<file path="src/rtl/noc_packet_sink.sv">
// NoC packet sink: accepts flits, checks header/body/tail framing, destination and
// payload sequence, and keeps good/bad packet counters plus sticky error flags.
module noc_packet_sink #(
  parameter int unsigned DATA_W = 32,
  parameter int unsigned X_ID   = 1,
  parameter int unsigned Y_ID   = 1
) (
  input  logic              noc_clk,
  input  logic              noc_rst_n,
  input  logic              receive_valid,
  output logic              receive_ready,
  input  logic [DATA_W-1:0] receive_flit,
  input  logic              receive_is_header,
  input  logic              receive_is_tail,
  input  logic              sink_stall,
  output logic [7:0]        receive_num,
  output logic [7:0]        err_num,
  output logic [3:0]        err_flags,
  output logic [7:0]        last_src
);

  localparam int unsigned CNT_W   = 8;
  localparam int unsigned FLAG_W  = 4;
  localparam int unsigned ID_W    = 4;
  localparam int unsigned F_DEST  = 0;
  localparam int unsigned F_SEQ   = 1;
  localparam int unsigned F_LEN   = 2;
  localparam int unsigned F_PROTO = 3;

  typedef enum logic [1:0] {S_IDLE, S_BODY, S_DRAIN} state_t;

  state_t              state, state_nxt;
  logic                xfer;
  logic [ID_W-1:0]     hdr_dest_x, hdr_dest_y;
  logic [CNT_W-1:0]    hdr_src, hdr_len;
  logic                dest_ok, payload_ok, last_body, hdr_resolves;
  logic [FLAG_W-1:0]   hdr_flags, load_flags;

  logic [CNT_W-1:0]    idx, len_r, src_r;
  logic [FLAG_W-1:0]   pkt_flags;

  logic                res_valid, abort_valid, load_hdr, idx_step;
  logic [FLAG_W-1:0]   res_flags, abort_flags;
  logic [CNT_W-1:0]    res_src;
  logic [1:0]          bad_inc;
  logic [CNT_W:0]      err_sum;
  logic [CNT_W-1:0]    err_num_nxt;

  assign receive_ready = !sink_stall && noc_rst_n;
  assign xfer          = receive_valid && receive_ready;

  assign hdr_dest_x   = receive_flit[DATA_W-1 -: ID_W];
  assign hdr_dest_y   = receive_flit[DATA_W-5 -: ID_W];
  assign hdr_src      = receive_flit[DATA_W-9 -: CNT_W];
  assign hdr_len      = receive_flit[CNT_W-1:0];
  assign dest_ok      = (hdr_dest_x == ID_W'(X_ID)) && (hdr_dest_y == ID_W'(Y_ID));
  assign payload_ok   = (receive_flit == DATA_W'(idx));
  assign last_body    = (idx == len_r - CNT_W'(1));
  // A header finishes its packet on the spot when it is also the tail or announces no body.
  assign hdr_resolves = receive_is_tail || (hdr_len == '0);

  always_comb begin
    hdr_flags          = '0;
    load_flags         = '0;
    hdr_flags[F_DEST]  = !dest_ok;
    hdr_flags[F_LEN]   = receive_is_tail ? (hdr_len != '0) : 1'b1;
    load_flags[F_DEST] = !dest_ok;
  end

  // State register
  always_ff @(posedge noc_clk) begin
    if (!noc_rst_n) state <= S_IDLE;
    else            state <= state_nxt;
  end

  // Next-state logic; a header restarts framing from any state
  always_comb begin
    state_nxt = state;
    if (xfer) begin
      if (receive_is_header) begin
        if (receive_is_tail)        state_nxt = S_IDLE;
        else if (hdr_len != '0)     state_nxt = S_BODY;
        else                        state_nxt = S_DRAIN;
      end else begin
        case (state)
          S_IDLE:  if (!receive_is_tail) state_nxt = S_DRAIN;
          S_BODY: begin
            if (receive_is_tail)    state_nxt = S_IDLE;
            else if (last_body)     state_nxt = S_DRAIN;
          end
          S_DRAIN: if (receive_is_tail) state_nxt = S_IDLE;
          default: state_nxt = S_IDLE;
        endcase
      end
    end
  end

  // Packet outcome events: abort kills the packet in flight, res resolves the current one
  always_comb begin
    res_valid   = 1'b0;
    res_flags   = '0;
    res_src     = hdr_src;
    abort_valid = 1'b0;
    abort_flags = '0;
    load_hdr    = 1'b0;
    idx_step    = 1'b0;
    if (xfer) begin
      if (receive_is_header) begin
        if (state == S_BODY) begin
          abort_valid          = 1'b1;
          abort_flags          = pkt_flags;
          abort_flags[F_PROTO] = 1'b1;
        end
        if (hdr_resolves) begin
          res_valid = 1'b1;
          res_flags = hdr_flags;
        end else begin
          load_hdr  = 1'b1;
        end
      end else begin
        case (state)
          S_IDLE: begin
            abort_valid          = 1'b1;
            abort_flags[F_PROTO] = 1'b1;
          end
          S_BODY: begin
            if (receive_is_tail || last_body) begin
              res_valid        = 1'b1;
              res_src          = src_r;
              res_flags        = pkt_flags;
              res_flags[F_SEQ] = pkt_flags[F_SEQ] | !payload_ok;
              res_flags[F_LEN] = receive_is_tail ? !last_body : 1'b1;
            end else begin
              idx_step = 1'b1;
            end
          end
          default: ;
        endcase
      end
    end
  end

  // Per-packet context
  always_ff @(posedge noc_clk) begin
    if (!noc_rst_n) begin
      idx       <= '0;
      len_r     <= '0;
      src_r     <= '0;
      pkt_flags <= '0;
    end else if (load_hdr) begin
      idx       <= '0;
      len_r     <= hdr_len;
      src_r     <= hdr_src;
      pkt_flags <= load_flags;
    end else if (idx_step) begin
      idx            <= idx + CNT_W'(1);
      pkt_flags[F_SEQ] <= pkt_flags[F_SEQ] | !payload_ok;
    end
  end

  // Up to two bad packets can close in one cycle (aborted body plus a bad one-flit header)
  always_comb begin
    bad_inc     = 2'(abort_valid) + 2'(res_valid && (res_flags != '0));
    err_sum     = (CNT_W+1)'(err_num) + (CNT_W+1)'(bad_inc);
    err_num_nxt = err_sum[CNT_W] ? '1 : err_sum[CNT_W-1:0];
  end

  always_ff @(posedge noc_clk) begin
    if (!noc_rst_n) begin
      receive_num <= '0;
      err_num     <= '0;
      err_flags   <= '0;
      last_src    <= '0;
    end else begin
      if (res_valid && (res_flags == '0)) begin
        receive_num <= receive_num + CNT_W'(1);
        last_src    <= res_src;
      end
      err_num   <= err_num_nxt;
      err_flags <= err_flags | abort_flags | res_flags;
    end
  end

endmodule

</file>
<file path="config.mk">
export PLATFORM = sky130hd
export DESIGN_NAME = noc_packet_sink
export DESIGN_NICKNAME = d
export VERILOG_FILES = /design/src/rtl/noc_packet_sink.sv
export SDC_FILE = /design/constraint.sdc
export NUM_CORES = 1
export LEC_CHECK = 0
export CORE_ASPECT_RATIO = 0.5
export CORE_MARGIN = 2
export CORE_UTILIZATION = 46
export CTS_BUF_LIST = sky130_fd_sc_hd__clkbuf_8
export DETAILED_ROUTE_END_ITERATION = 6
export PLACE_DENSITY = 0.89
export SKIP_CTS_REPAIR_TIMING = 1
export SYNTH_ARGS = -nofsm -noshare
export SYNTH_HDL_FRONTEND = slang
export SYNTH_SLANG_ARGS = --single-unit
export TNS_END_PERCENT = 20
</file>
<file path="constraint.sdc">
create_clock -name noc_clk -period 3.95 [get_ports noc_clk]
set_input_delay 0.79 -clock noc_clk [delete_from_list [all_inputs] [get_ports noc_clk]]
set_output_delay 0.79 -clock noc_clk [all_outputs]
set_load 0.01 [all_outputs]
</file>
==> qor.csv <==
stage;metric;value;unit
cts;source_to_sink_clock_delay_at_the_later_pin_of_the_worst_skew_pair;0.33;ns
timing;max-slew-margin-rel;54.1;%
yosys;most_used_standard_cells_in_the_synthesized_netlist;sky130_fd_sc_hd__dfxtp_1, sky130_fd_sc_hd__nand2_1, sky130_fd_sc_hd__nor2_1, sky130_fd_sc_hd__a21oi_1, sky130_fd_sc_hd__xnor2_1;
cts;clockBufferDepth;2;
finish;antenna-diode-count;0;
grt;gr-total-overflow;0;
cts;tritoncts;yes;
finish;post_route_cells_drive_above_1_share;21.7;%
timing;number_of_hold_violations_in_the_final_report;0;
drt;detail_route.wirelength;8.66;mm
yosys;synth_net_count;416;
yosys;synth.top_cell.area_share;36.8;%
critical_path;critPathBufInv;1;
timing;fin_tns_setup;0;ns
floorplan;ios;67;
placed_design;detailedPlacementHpwl;5.93;mm
timing;final_min_period_over_clock_period;97.6;%
yosys;synth.largest_area_cell;sky130_fd_sc_hd__dfxtp_1;
yosys;post_synth_main_area_contributors;sky130_fd_sc_hd__dfxtp_1, sky130_fd_sc_hd__nand2_1, sky130_fd_sc_hd__a21oi_1;
power;power-per-cell-area;242;mW/mm^2
finish;summed_area_of_non_filler_cells_in_the_final_layout;0.00437;mm^2
critical_path;crit_fanout;5;
yosys;synth_enable_flop_cells;0;
critical_path;cp_data_arrival_time;4.05;ns
critical_path;critical_path.cell_chain;buf_4 > xnor2_1 > nor4_1 > o32ai_2 > a211o_1 > ha_4 > nor2_4 > a31oi_4 > nor2_2 > o31ai_4 > fa_2 > nor2b_1 > and3_1 > nand2_1 > or4b_4 > o21ai_2 > nor2_1;
yosys;synthArstFlopShare;0;%
yosys;postSynth.topFlopCell;sky130_fd_sc_hd__dfxtp_1;
critical_path;cp-start-kind;flop;
drt;detailroute.via_count;3165;
cts;number_of_cts_inserted_buffers;5;
grt;grt_pass1_wl;12.8;mm
timing;time_the_final_worst_path_needs_with_i_o_delays_and_setup;3.85;ns
power;leakagePower;1.63;nW
finish;final_nets;525;
grt;grt_util_all_layers;22.3;%
timing;report.final.setup_viol;0;
grt;pin_count_of_the_biggest_net_entering_global_routing;29;
critical_path;worst_path_max_delay_cell;sky130_fd_sc_hd__or4b_4;
cts;clock_sink_count;56;
critical_path;crit_family;simple AND/OR/NAND/NOR gates;
grt;grt_pass1_vias;2783;
min_path;min_path_type;flop to flop;
timing;worst-slew-pin-transition;0.688;ns
timing;finClkSkew;0.00405;ns
grt;grt_antenna_before_repair;0;
floorplan;die-width;119;um
cts;cts-htree-levels;2;
finish;final_cell_count_no_fill;568;
placed_design;buffer_ports.inserted;66;
critical_path;nature_of_the_critical_path_endpoint;flop;
yosys;synthesis.area;0.00305;mm^2
placed_design;place.gp.congestion;0.941;
drt;drtPass1Iterations;5;
finish;postLayoutCoreUtil;70.1;%
yosys;synth_warnings;0;
yosys;post_synth.cell_area_avg;8.24;um^2
finish;flow.area_growth_from_synthesis;43.3;%
timing;clock.fmax;260;MHz
critical_path;critical_path_class;flop to flop;
power;power_total;1.06;mW
floorplan;floorplan.die_area;0.00733;mm^2
drt;via_per_inst;5.57;
critical_path;timing.critical_path.slowest_cell_delay;0.54;ns
drt;detail_route.drc_violations;0;
placed_design;dpl-instance-area;0.00412;mm^2
yosys;netlist_instances;370;
cts;cts.clk_slew.worst_paths;0.10;ns
yosys;yosysUniqueCellTypes;54;
outcome;outcome;finished clean;
drt;wl_per_cell;15.2;um
placed_design;place_inst;555;
power;vdd_drop_max;0.000159;V
floorplan;fp.dieH;61.6;um
timing;maxSlewViolCount;0;
job;cap_viol_max_count;0;
cts;clock_root_buffer;sky130_fd_sc_hd__clkbuf_8;
floorplan;num_rows;20;
floorplan;core_area;0.00623;mm^2
yosys;yosysSeqAreaShare;36.8;%
drt;drc_violation_total_after_the_first_tritonroute_iteration;296;
drt;route.antenna.remaining_nets;0;
floorplan;start_util;48.9;%
yosys;synth_seq_cells;56;
critical_path;cp_data_required_time;4.15;ns
[where the power goes]
part	switching (mW)	internal, mW	leakage, nW
logic	0.0697	0.0814	1.12
registers	0.00511	0.570	0.456
clock network	0.204	0.128	0.0485
[final cells by class]
cell class | count | area [um^2]
multi-input cells | 282 | 1900
fillers | 451 | 1860
flip-flops and latches | 56 | 1130
repair buffers | 120 | 1080
well taps | 88 | 110
clock buffers | 5 | 68.8
inverters | 14 | 52.6
clock inverters | 3 | 22.5
[sequential cells by signal, summed over array words and instances, names as in the netlist]
signal	cells
err_flags	4
err_num	8
idx	8
last_src	8
len_r	8
pkt_flags	2
receive_num	8
src_r	8
state	2
[metal layers]
metal	routed length (um)	part of all wire, %	track usage (%)
met1	3660	42	27.3
met2	4310	50	41.1
met3	496	5.7	4.54
met4	190	2.2	7.31
met5	0	0	0
[worst paths after layout]
| check | start | end | slack (ns) | depth (start not counted) |
|---|---|---|---|---|
| hold reg to reg | src_r[2] | src_r[2] | 0.46 | 2 |
| setup / recovery | len_r[3] | err_num[7] | 0.1 | 17 |
| setup reg to reg | len_r[3] | err_num[7] | 0.1 | 17 |
| hold / removal | src_r[2] | src_r[2] | 0.46 | 2 |
[cells by family (layout without fill, tap and decap cells)]
logic type               count (synthesis)  in the layout  synth area share, %
AND/OR/NAND/NOR                        169            169                 28.0
AO/OA/AOI/OAI                           72             72                 16.9
flip-flops                              56             56                 36.8
buffers and inverters                   32            142                 5.01
XOR/XNOR                                28             28                 8.05
adder cells (fa/ha/maj)                  8              8                 3.53
multiplexers                             5              5                 1.68
[per-stage QoR]
step / setup WS, ns / hold slack [ns]
5_1_grt: -0.0838 / 0.487
6_report: 0.0966 / 0.463
3_3_place_gp: -0.156 / 0.439
2_1_floorplan: 0.0162 / 0.437
4_1_cts: -0.0405 / 0.462
3_5_place_dp: -0.242 / 0.447
[tightest hold or removal path, cell delays in order (launching register included)]
cell and delay [ns]:
sky130_fd_sc_hd__dfxtp_1 0.32, sky130_fd_sc_hd__nand2_1 0.05, sky130_fd_sc_hd__a21oi_1 0.05
[cells in the final DEF, fill, tap and decap left out, types with 4 or more instances in the layout]
cell type,n
sky130_fd_sc_hd__clkdlybuf4s50_1,66
sky130_fd_sc_hd__nand2_1,55
sky130_fd_sc_hd__buf_4,53
sky130_fd_sc_hd__dfxtp_1,49
sky130_fd_sc_hd__nor2_1,38
sky130_fd_sc_hd__a21oi_1,32
sky130_fd_sc_hd__xnor2_1,17
sky130_fd_sc_hd__nand3_1,16
sky130_fd_sc_hd__inv_1,14
sky130_fd_sc_hd__nand4_1,12
sky130_fd_sc_hd__xor2_1,11
sky130_fd_sc_hd__nor3_1,6
sky130_fd_sc_hd__and3_1,6
sky130_fd_sc_hd__nor4_1,6
sky130_fd_sc_hd__a311oi_2,6
sky130_fd_sc_hd__dfxtp_2,6
sky130_fd_sc_hd__nand2b_1,5
sky130_fd_sc_hd__clkbuf_8,5
sky130_fd_sc_hd__mux2i_1,4
sky130_fd_sc_hd__ha_1,4
(Power assumes the default switching activity.)
